## src/rtl/disparity_match_core.sv

```systemverilog
// Streaming SAD/SSD block-matching cost engine: accumulates per-candidate cost
// over template/candidate pixel pairs and emits the argmin disparity per job.
module disparity_match_core #(
   parameter int PIX_W      = 8,
   parameter int HALF_BLOCK = 3,
   parameter int MAX_DISP   = 64,
   parameter int DISP_W     = $clog2(MAX_DISP),
   parameter int COST_W     = 2*PIX_W + $clog2((2*HALF_BLOCK+1)*(2*HALF_BLOCK+1))
) (
   input  logic              clk,
   input  logic              reset,
   input  logic              in_valid,
   output logic              in_ready,
   input  logic [PIX_W-1:0]  in_tpl,
   input  logic [PIX_W-1:0]  in_cand,
   input  logic [DISP_W:0]   in_ncand,
   input  logic              cfg_mode,
   input  logic [COST_W-1:0] cfg_max_cost,
   output logic              out_valid,
   input  logic              out_ready,
   output logic [DISP_W-1:0] out_disp,
   output logic [COST_W-1:0] out_cost,
   output logic              out_invalid,
   output logic              busy
);
   localparam int BLOCK_SIZE = 2*HALF_BLOCK + 1;
   localparam int N          = BLOCK_SIZE*BLOCK_SIZE;
   localparam int BEAT_W     = (N > 1) ? $clog2(N) : 1;
   localparam logic [BEAT_W-1:0] LAST_BEAT = BEAT_W'(N-1);
   localparam logic [DISP_W:0]   MAX_NCAND = (DISP_W+1)'(MAX_DISP);

   localparam logic [1:0] S_IDLE  = 2'd0;
   localparam logic [1:0] S_ACCUM = 2'd1;
   localparam logic [1:0] S_EMIT  = 2'd2;

   logic [1:0]        state_q, state_d;
   logic              rdy_q, rdy_d;
   logic              mode_q, mode_d;
   logic [DISP_W:0]   ncand_q, ncand_d;
   logic [COST_W-1:0] thr_q, thr_d;
   logic [BEAT_W-1:0] beat_cnt_q, beat_cnt_d;
   logic [DISP_W-1:0] cand_cnt_q, cand_cnt_d;
   logic [COST_W-1:0] acc_q, acc_d;
   logic [COST_W-1:0] best_cost_q, best_cost_d;
   logic [DISP_W-1:0] best_disp_q, best_disp_d;
   logic              invalid_q, invalid_d;

   logic              accept;
   logic              in_idle;
   logic [DISP_W:0]   ncand_in, ncand_eff;
   logic              mode_eff;
   logic [COST_W-1:0] thr_eff;
   logic [PIX_W-1:0]  abs_diff;
   logic [2*PIX_W-1:0] sq_diff;
   logic [COST_W-1:0] term, cand_cost, new_best;
   logic              last_beat, last_cand, take_best;

   assign in_ready    = rdy_q && (state_q != S_EMIT);
   assign accept      = in_valid && in_ready;
   assign out_valid   = (state_q == S_EMIT);
   assign busy        = (state_q != S_IDLE);
   assign out_disp    = best_disp_q;
   assign out_cost    = best_cost_q;
   assign out_invalid = invalid_q;

   always_comb begin
      in_idle = (state_q == S_IDLE);
      if (in_ncand == '0)
         ncand_in = (DISP_W+1)'(1);
      else if (in_ncand > MAX_NCAND)
         ncand_in = MAX_NCAND;
      else
         ncand_in = in_ncand;
      // The first beat is processed in IDLE, before the job config is latched.
      ncand_eff = in_idle ? ncand_in : ncand_q;
      mode_eff  = in_idle ? cfg_mode : mode_q;
      thr_eff   = in_idle ? cfg_max_cost : thr_q;

      abs_diff  = (in_tpl >= in_cand) ? (in_tpl - in_cand) : (in_cand - in_tpl);
      sq_diff   = {{PIX_W{1'b0}}, abs_diff} * {{PIX_W{1'b0}}, abs_diff};
      term      = mode_eff ? COST_W'(sq_diff) : COST_W'(abs_diff);
      cand_cost = acc_q + term;

      last_beat = (beat_cnt_q == LAST_BEAT);
      last_cand = ({1'b0, cand_cnt_q} == (ncand_eff - (DISP_W+1)'(1)));
      take_best = (cand_cnt_q == '0) || (cand_cost < best_cost_q);
      new_best  = take_best ? cand_cost : best_cost_q;

      state_d     = state_q;
      rdy_d       = 1'b1;
      mode_d      = mode_q;
      ncand_d     = ncand_q;
      thr_d       = thr_q;
      beat_cnt_d  = beat_cnt_q;
      cand_cnt_d  = cand_cnt_q;
      acc_d       = acc_q;
      best_cost_d = best_cost_q;
      best_disp_d = best_disp_q;
      invalid_d   = invalid_q;

      case (state_q)
         S_IDLE, S_ACCUM: begin
            if (accept) begin
               if (in_idle) begin
                  mode_d  = cfg_mode;
                  ncand_d = ncand_in;
                  thr_d   = cfg_max_cost;
                  state_d = S_ACCUM;
               end
               if (last_beat) begin
                  acc_d      = '0;
                  beat_cnt_d = '0;
                  if (take_best) begin
                     best_cost_d = cand_cost;
                     best_disp_d = cand_cnt_q;
                  end
                  if (last_cand) begin
                     cand_cnt_d = '0;
                     invalid_d  = (new_best > thr_eff);
                     state_d    = S_EMIT;
                  end else begin
                     cand_cnt_d = cand_cnt_q + DISP_W'(1);
                  end
               end else begin
                  acc_d      = cand_cost;
                  beat_cnt_d = beat_cnt_q + BEAT_W'(1);
               end
            end
         end
         S_EMIT: begin
            if (out_ready)
               state_d = S_IDLE;
         end
         default: state_d = S_IDLE;
      endcase
   end

   always_ff @(posedge clk or posedge reset) begin
      if (reset) begin
         state_q     <= S_IDLE;
         rdy_q       <= 1'b0;
         mode_q      <= 1'b0;
         ncand_q     <= '0;
         thr_q       <= '0;
         beat_cnt_q  <= '0;
         cand_cnt_q  <= '0;
         acc_q       <= '0;
         best_cost_q <= '0;
         best_disp_q <= '0;
         invalid_q   <= 1'b0;
      end else begin
         state_q     <= state_d;
         rdy_q       <= rdy_d;
         mode_q      <= mode_d;
         ncand_q     <= ncand_d;
         thr_q       <= thr_d;
         beat_cnt_q  <= beat_cnt_d;
         cand_cnt_q  <= cand_cnt_d;
         acc_q       <= acc_d;
         best_cost_q <= best_cost_d;
         best_disp_q <= best_disp_d;
         invalid_q   <= invalid_d;
      end
   end

endmodule

```

## config.mk

```make
export PLATFORM = sky130hd
export DESIGN_NAME = disparity_match_core
export DESIGN_NICKNAME = d
export VERILOG_FILES = /design/src/rtl/disparity_match_core.sv
export SDC_FILE = /design/constraint.sdc
export NUM_CORES = 1
export LEC_CHECK = 0
export BUFFER_PORTS_ARGS = -buffer_cell sky130_fd_sc_hd__buf_2
export CAP_MARGIN = 20
export CORE_ASPECT_RATIO = 2
export CORE_MARGIN = 2
export CORE_UTILIZATION = 56
export CTS_BUF_LIST = sky130_fd_sc_hd__clkbuf_16
export DETAILED_ROUTE_END_ITERATION = 16
export PLACE_DENSITY = 0.77
export SLEW_MARGIN = 20
export SYNTH_ARGS = -nofsm -noshare
export SYNTH_HDL_FRONTEND = slang
export SYNTH_SLANG_ARGS = --single-unit
```

## constraint.sdc

```tcl
create_clock -name clk -period 6 [get_ports clk]
set_clock_uncertainty 0.2 [all_clocks]
set_input_delay 0.3 -clock clk [delete_from_list [all_inputs] [get_ports clk]]
set_output_delay 0.3 -clock clk [all_outputs]
set_load 0.02 [all_outputs]
```

**After elaboration in Yosys (flattened, before gate mapping)**

Index checks and enable logic that the tools add are counted.

- Multipliers: 1
- Equality and inequality tests: 7
- $add $sub $neg: 6
- Magnitude comparators: 4
- Multiplexer cells: 17
- Reductions and logical operators: 13

Operators by type and width:

| operator | count |
|---|---|
| $mux 22 | 3 |
| $add 22x16->22 | 1 |
| $gt 22x22->1 | 1 |
| $lt 22x22->1 | 1 |
| $mux 7 | 3 |
| $mul 8x8->16 | 1 |
| $mux 16 | 1 |
| $sub 8x8->8 | 2 |
| $add 6x1->6 const B | 2 |
| $mux 6 | 2 |
| $mux 2 | 5 |
| $ge 8x8->1 | 1 |
| $mux 8 | 1 |
| $reduce_and 4->1 | 2 |
| $eq 6x7->1 | 1 |
| $gt 7x7->1 const B | 1 |
| $logic_not 7->1 | 1 |
| $sub 7x1->7 const B | 1 |
| $eq 6x6->1 const B | 1 |
| $logic_not 6->1 | 1 |
| $ne 2x2->1 const B | 2 |
| $pmux 2 s2 | 1 |
| $reduce_and 2->1 | 2 |
| $reduce_and 3->1 | 1 |
| 9 further kinds | 10 |

- Word-level logic and storage cells: 59
- Bits in registers: 96
- Output and inout port bits: 32
- Input port bits: 50

**Longest topological paths before layout**

- Depth after elaboration: 10
- Mapped depth: 55
- Mapped depth without buffers: 54

**Least setup slack after synthesis**

Ideal clock, no wire load.

- Kind: input port to flip-flop
- Start point: in in_tpl[0]
- End point: reg invalid_q (netlist: out_invalid)
- Slack: -5.055 ns
- Setup time: 0.125 ns
- Cell stages on the path: 48
- Arrival: 10.730 ns
- Data required time: 5.675 ns
- Cells stage by stage: inv_1 -> ha_1 -> inv_1 -> fa_1 -> a21o_1 -> a2111oi_4 -> o21ai_1 -> nand2_1 -> mux2i_1 -> xor2_1 -> clkbuf_1 -> or2_1 -> inv_1 -> fa_1 -> fa_1 -> inv_1 -> fa_1 -> fa_1 -> [12 not listed] -> xnor2_1 -> inv_1 -> ha_1 -> and4_1 -> a21oi_1 -> a211o_1 -> o21ai_0 -> a21oi_1 -> clkbuf_1 -> mux2_2 -> ha_1 -> a21o_1 -> a21o_1 -> a21oi_1 -> o21ai_0 -> a2111oi_0 -> a21oi_1 -> mux2_4

- Longest elaborated chain between the ends: 9

RTL lines:

| item | line | text |
|---|---|---|
| start, declared | 14 | `input logic [PIX_W-1:0] in_tpl,` |
| $sub 8x8->8 / $ge 8x8->1 (equally long branches) | 79 | `abs_diff = (in_tpl >= in_cand) ? (in_tpl - in_cand) : (in_cand - in_tpl);` |
| $mux 8 * | 79 |  |
| $mul 8x8->16 | 80 | `sq_diff = {{PIX_W{1'b0}}, abs_diff} * {{PIX_W{1'b0}}, abs_diff};` |
| $mux 16 * | 81 | `term = mode_eff ? COST_W'(sq_diff) : COST_W'(abs_diff);` |
| $add 22x16->22 * | 82 | `cand_cost = acc_q + term;` |
| $lt 22x22->1 | 86 | `take_best = (cand_cnt_q == '0) \|\| (cand_cost < best_cost_q);` |
| $logic_or 1x1->1 | 86 |  |
| $mux 22 * | -- |  |
| via new_best[19] | 55 | `logic [COST_W-1:0] term, cand_cost, new_best;` |
| $gt 22x22->1 * | 119 | `invalid_d = (new_best > thr_eff);` |
| end signal, assigned | 162 | `invalid_q <= invalid_d;` |
| end, declared | 46 | `logic invalid_q, invalid_d;` |

Mark *: on every way through the listed nets, which the timed path passes. The rest lies on a longest branch.
A chain may end at the register's enable or synchronous reset.

**Final worst setup path**

- Start point: in in_cand[0]
- End point: reg invalid_q (netlist: out_invalid)

- Longest elaborated chain between the ends: 9

RTL lines:

| item | line | text |
|---|---|---|
| start, declared | 15 | `input logic [PIX_W-1:0] in_cand,` |
| $sub 8x8->8 / $ge 8x8->1 (equally long branches) | 79 |  |
| $mux 8 * | 79 |  |
| $mul 8x8->16 | 80 |  |
| $mux 16 * | 81 |  |
| $add 22x16->22 * | 82 |  |
| $lt 22x22->1 | 86 |  |
| $logic_or 1x1->1 | 86 |  |
| $mux 22 * | -- |  |
| via new_best[9] | 55 |  |
| $gt 22x22->1 * | 119 |  |

Marks and branches as above.

==> summary.md <==
| Metric | Value |
|---|---|
| Sequential fraction of the synthesis area | `between 20% and 30%` |
| CP peak stage delay | `around 0.58 ns` |
| Ratio of cells with drive above 1 in the final layout | `between 40% and 50%` |
| Die Area | `roughly 17,000 sq um` |
| DP Worst Slack | `-5.04 ns` |
| Worst-margin pin slew | `0.842 ns` |
| Routed via count | `around 9,400` |
| Worst Setup Start Kind | `input port` |
| Critical path required time | `6.03 ns` |
| CTS H-tree lvls | `3` |
| CTS Buf Count | `9` |
| Avg Cell Area, Syn | `8.91 sq um` |
| Initial antenna violation count | `0` |
| CP max stage cell | `fa_1` |
| Crit Path Category | `input port to flip-flop` |
| Via/cell ratio | `roughly 6.4` |
| Setup crit end kind | `flip-flop` |
| Most common cell in the netlist | `ha_1` |
| DRC viols | `0` |
| Drt first pass iters | `5` |
| Hold path start | `cfg_max_cost[2]` |
| DRT iter0 DRCs | `slightly below 800` |
| Final WL | `32,500 um` |
| Asr flop ratio synth | `100%` |
| I/O pin count | `82` |
| Antenna viol nets, final | `0` |
| Mapped Area | `8860 sq um` |
| Post-synth top cells | `109 x ha_1, 99 x inv_1, 96 x dfrtp_1, 93 x nand2_1, 78 x o21ai_0` |
| Fmax | `93.0 MHz` |
| Largest net degree at the start of global routing | `a little over 60` |
| Die H | `182 um` |
| Pins Over Slew Limit | `0` |
| RSZ-0062 raised after global routing | `true` |
| Net Count, Synth | `about 1,200` |
| Final period utilization | `179%` |
| Cell taking the most area after synthesis | `dfrtp_1` |
| Hold Path Class | `input port to flip-flop` |
| Minimum clock period | `10.75 ns` |
| Yosys reg bits | `96` |
| Violated checks | `negative setup slack` |
| Ant diodes | `0` |
| Area share of the leading cell type in the synthesized netlist | `27.1%` |
| Worst Setup SP | `in_cand[0]` |
| Yosys warning total | `0` |
| Core Footprint | `15,600 sq um` |
| Layout Nets | `1,449` |
| Worst-Skew Late Latency | `between 0.3 and 0.4 ns` |
| CTS tree | `built` |
| Detailed placement HPWL | `18,800 um` |
| GRT Total Usage | `32.3%` |
| Cells after Synth | `995` |
| Wire per inst | `between 20 and 25 um` |
| Die width | `93.0 um` |
| First-pass GRT wire length | `43,900 um` |
| Critical Path AT | `10.78 ns` |
| CTS Sinks | `96` |
| # port buffers | `81` |
| Clock Path Buffers | `2` |
| Slew headroom | `43.7%` |
| Final WS setup | `-4.75 ns` |
| Ys flop type | `dfrtp_1` |
| Vias in the first global route | `9,076` |
| Synth unique cells | `66` |
| Layout area overhead | `41.5%` |
| Starting Density | `between 50 and 60%` |
| Area contributors post-synth | `dfrtp_1 27%, ha_1 15%, fa_1 6.1%` |
| Status | `finished with violations` |
| Overflow after GRT | `0` |
| Final hold viol count | `0` |
| Reg2reg start | `state_q[1]$_DFFE_PP0P_` |
| Post-synth EDFFs | `0` |
| Placer congestion estimate | `about 0.9` |
| # setup viols final | `45` |
| CP Max Fanout | `12` |
| Worst-path clk slew | `0.06 ns` |
| Clock root cell | `clkbuf_16` |
| Max_cap viols | `0` |
| Num rows | `65` |
-- per-stage QoR --
| stage | std cells | hold WS, ns | setup TNS [ns] | cell area (sq um) | utilization (%) |
|---|---|---|---|---|---|
| 5_1_grt | 1468 | 0.137 | -136.35 | 12500 | 80.3 |
| 6_report | 1468 | 0.0936 | -127.56 | 12500 | 80.3 |
| 3_5_place_dp | 1403 | 0.143 | -138.48 | 10800 | 69.4 |
| 3_3_place_gp | 1403 | 0.138 | -132.28 | 10800 | 69.4 |
| 4_1_cts | 1447 | 0.0857 | -112.21 | 11800 | 75.6 |
| 2_1_floorplan | 995 | 0.197 | -93.80 | 9140 | - |
-- final cells by class --
class | count | area (sq um)
tap | 201 | 251
timing repair buffer | 292 | 2210
multi-input combinational | 763 | 7000
clock inverter | 6 | 61.3
sequential | 96 | 2400
fill | 821 | 3070
clock buffer | 9 | 225
inverter | 101 | 397
-- state kept, by name (all words and copies together), names as in the netlist --
register     flops
acc_q           22
beat_cnt_q       6
cand_cnt_q       6
mode_q           1
ncand_q          7
out_cost        22
out_disp         6
out_invalid      1
rdy_q            1
state_q          2
thr_q           22
-- kinds of logic (layout without fill, tap and decap cells) --
| group | after synthesis | after routing | share of synthesized area (%) |
|---|---|---|---|
| AO/OA/AOI/OAI | 253 | 253 | 18.8 |
| XOR/XNOR | 45 | 45 | 4.45 |
| multiplexers | 61 | 61 | 7.42 |
| AND/OR/NAND/NOR | 267 | 267 | 14.7 |
| buffers and inverters | 136 | 408 | 6.00 |
| adder cells (fa/ha/maj) | 136 | 136 | 21.5 |
| other | 1 | 1 | 0.0423 |
| flip-flops | 96 | 96 | 27.1 |
-- critical path, delay by kind of cell --
family                   cells  cell delay [ns]
XOR/XNOR                     3             0.51
adder cells (fa/ha/maj)     10             3.70
AND/OR/NAND/NOR             11             1.68
multiplexers                 1             0.26
AO/OA/AOI/OAI               13             2.78
buffers and inverters       13             1.49
-- what timing repair did --
item                                    CTS  global route
hold buffers                              2             0
endpoints found under the setup margin   46            46
endpoints found under the hold margin    36             0
gates resized for setup                 108           134
setup buffers                            27            30
pin swaps                                44            76
gates cloned                              3             0
-- routing by layer --
layer,wire length (um),vias to the layer above,GRT usage [%]
li1,-,4039,-
met1,12200,4476,40.4
met2,15800,619,55.7
met3,2280,226,4.98
met4,2180,0,11.8
met5,0,-,0
-- final timing paths --
kind | slack, ns | cells past startpoint | endpoint
max | -4.75 | 51 | out_invalid$_DFFE_PP0P_
min reg2reg | 0.29 | 2 | ncand_q[6]$_DFFE_PP0P_
max reg2reg | -0.57 | 31 | out_invalid$_DFFE_PP0P_
max in group asynchronous | 4.11 | 4 | out_cost[6]$_DFFE_PP0P_
min | 0.09 | 3 | thr_q[2]$_DFFE_PP0P_
min in group asynchronous | 0.31 | 3 | ncand_q[4]$_DFFE_PP0P_
-- placed cells by master (no fill, tap or decap), types with 15 or more instances in the layout --
master / count
nand2_1: 88
o21ai_1: 21
nand3_1: 15
a21oi_1: 29
mux2_4: 26
dfrtp_1: 96
buf_2: 80
ha_1: 89
a21o_1: 29
buf_4: 172
ha_4: 17
inv_2: 15
nor2_1: 43
mux2i_1: 24
nand4_1: 15
a21oi_2: 20
buf_6: 29
fa_1: 23
o21ai_0: 52
inv_1: 83
Power is left out: the tool's default activity adds up to more than one toggle a clock period on the data nets, which glitch-free logic cannot reach.
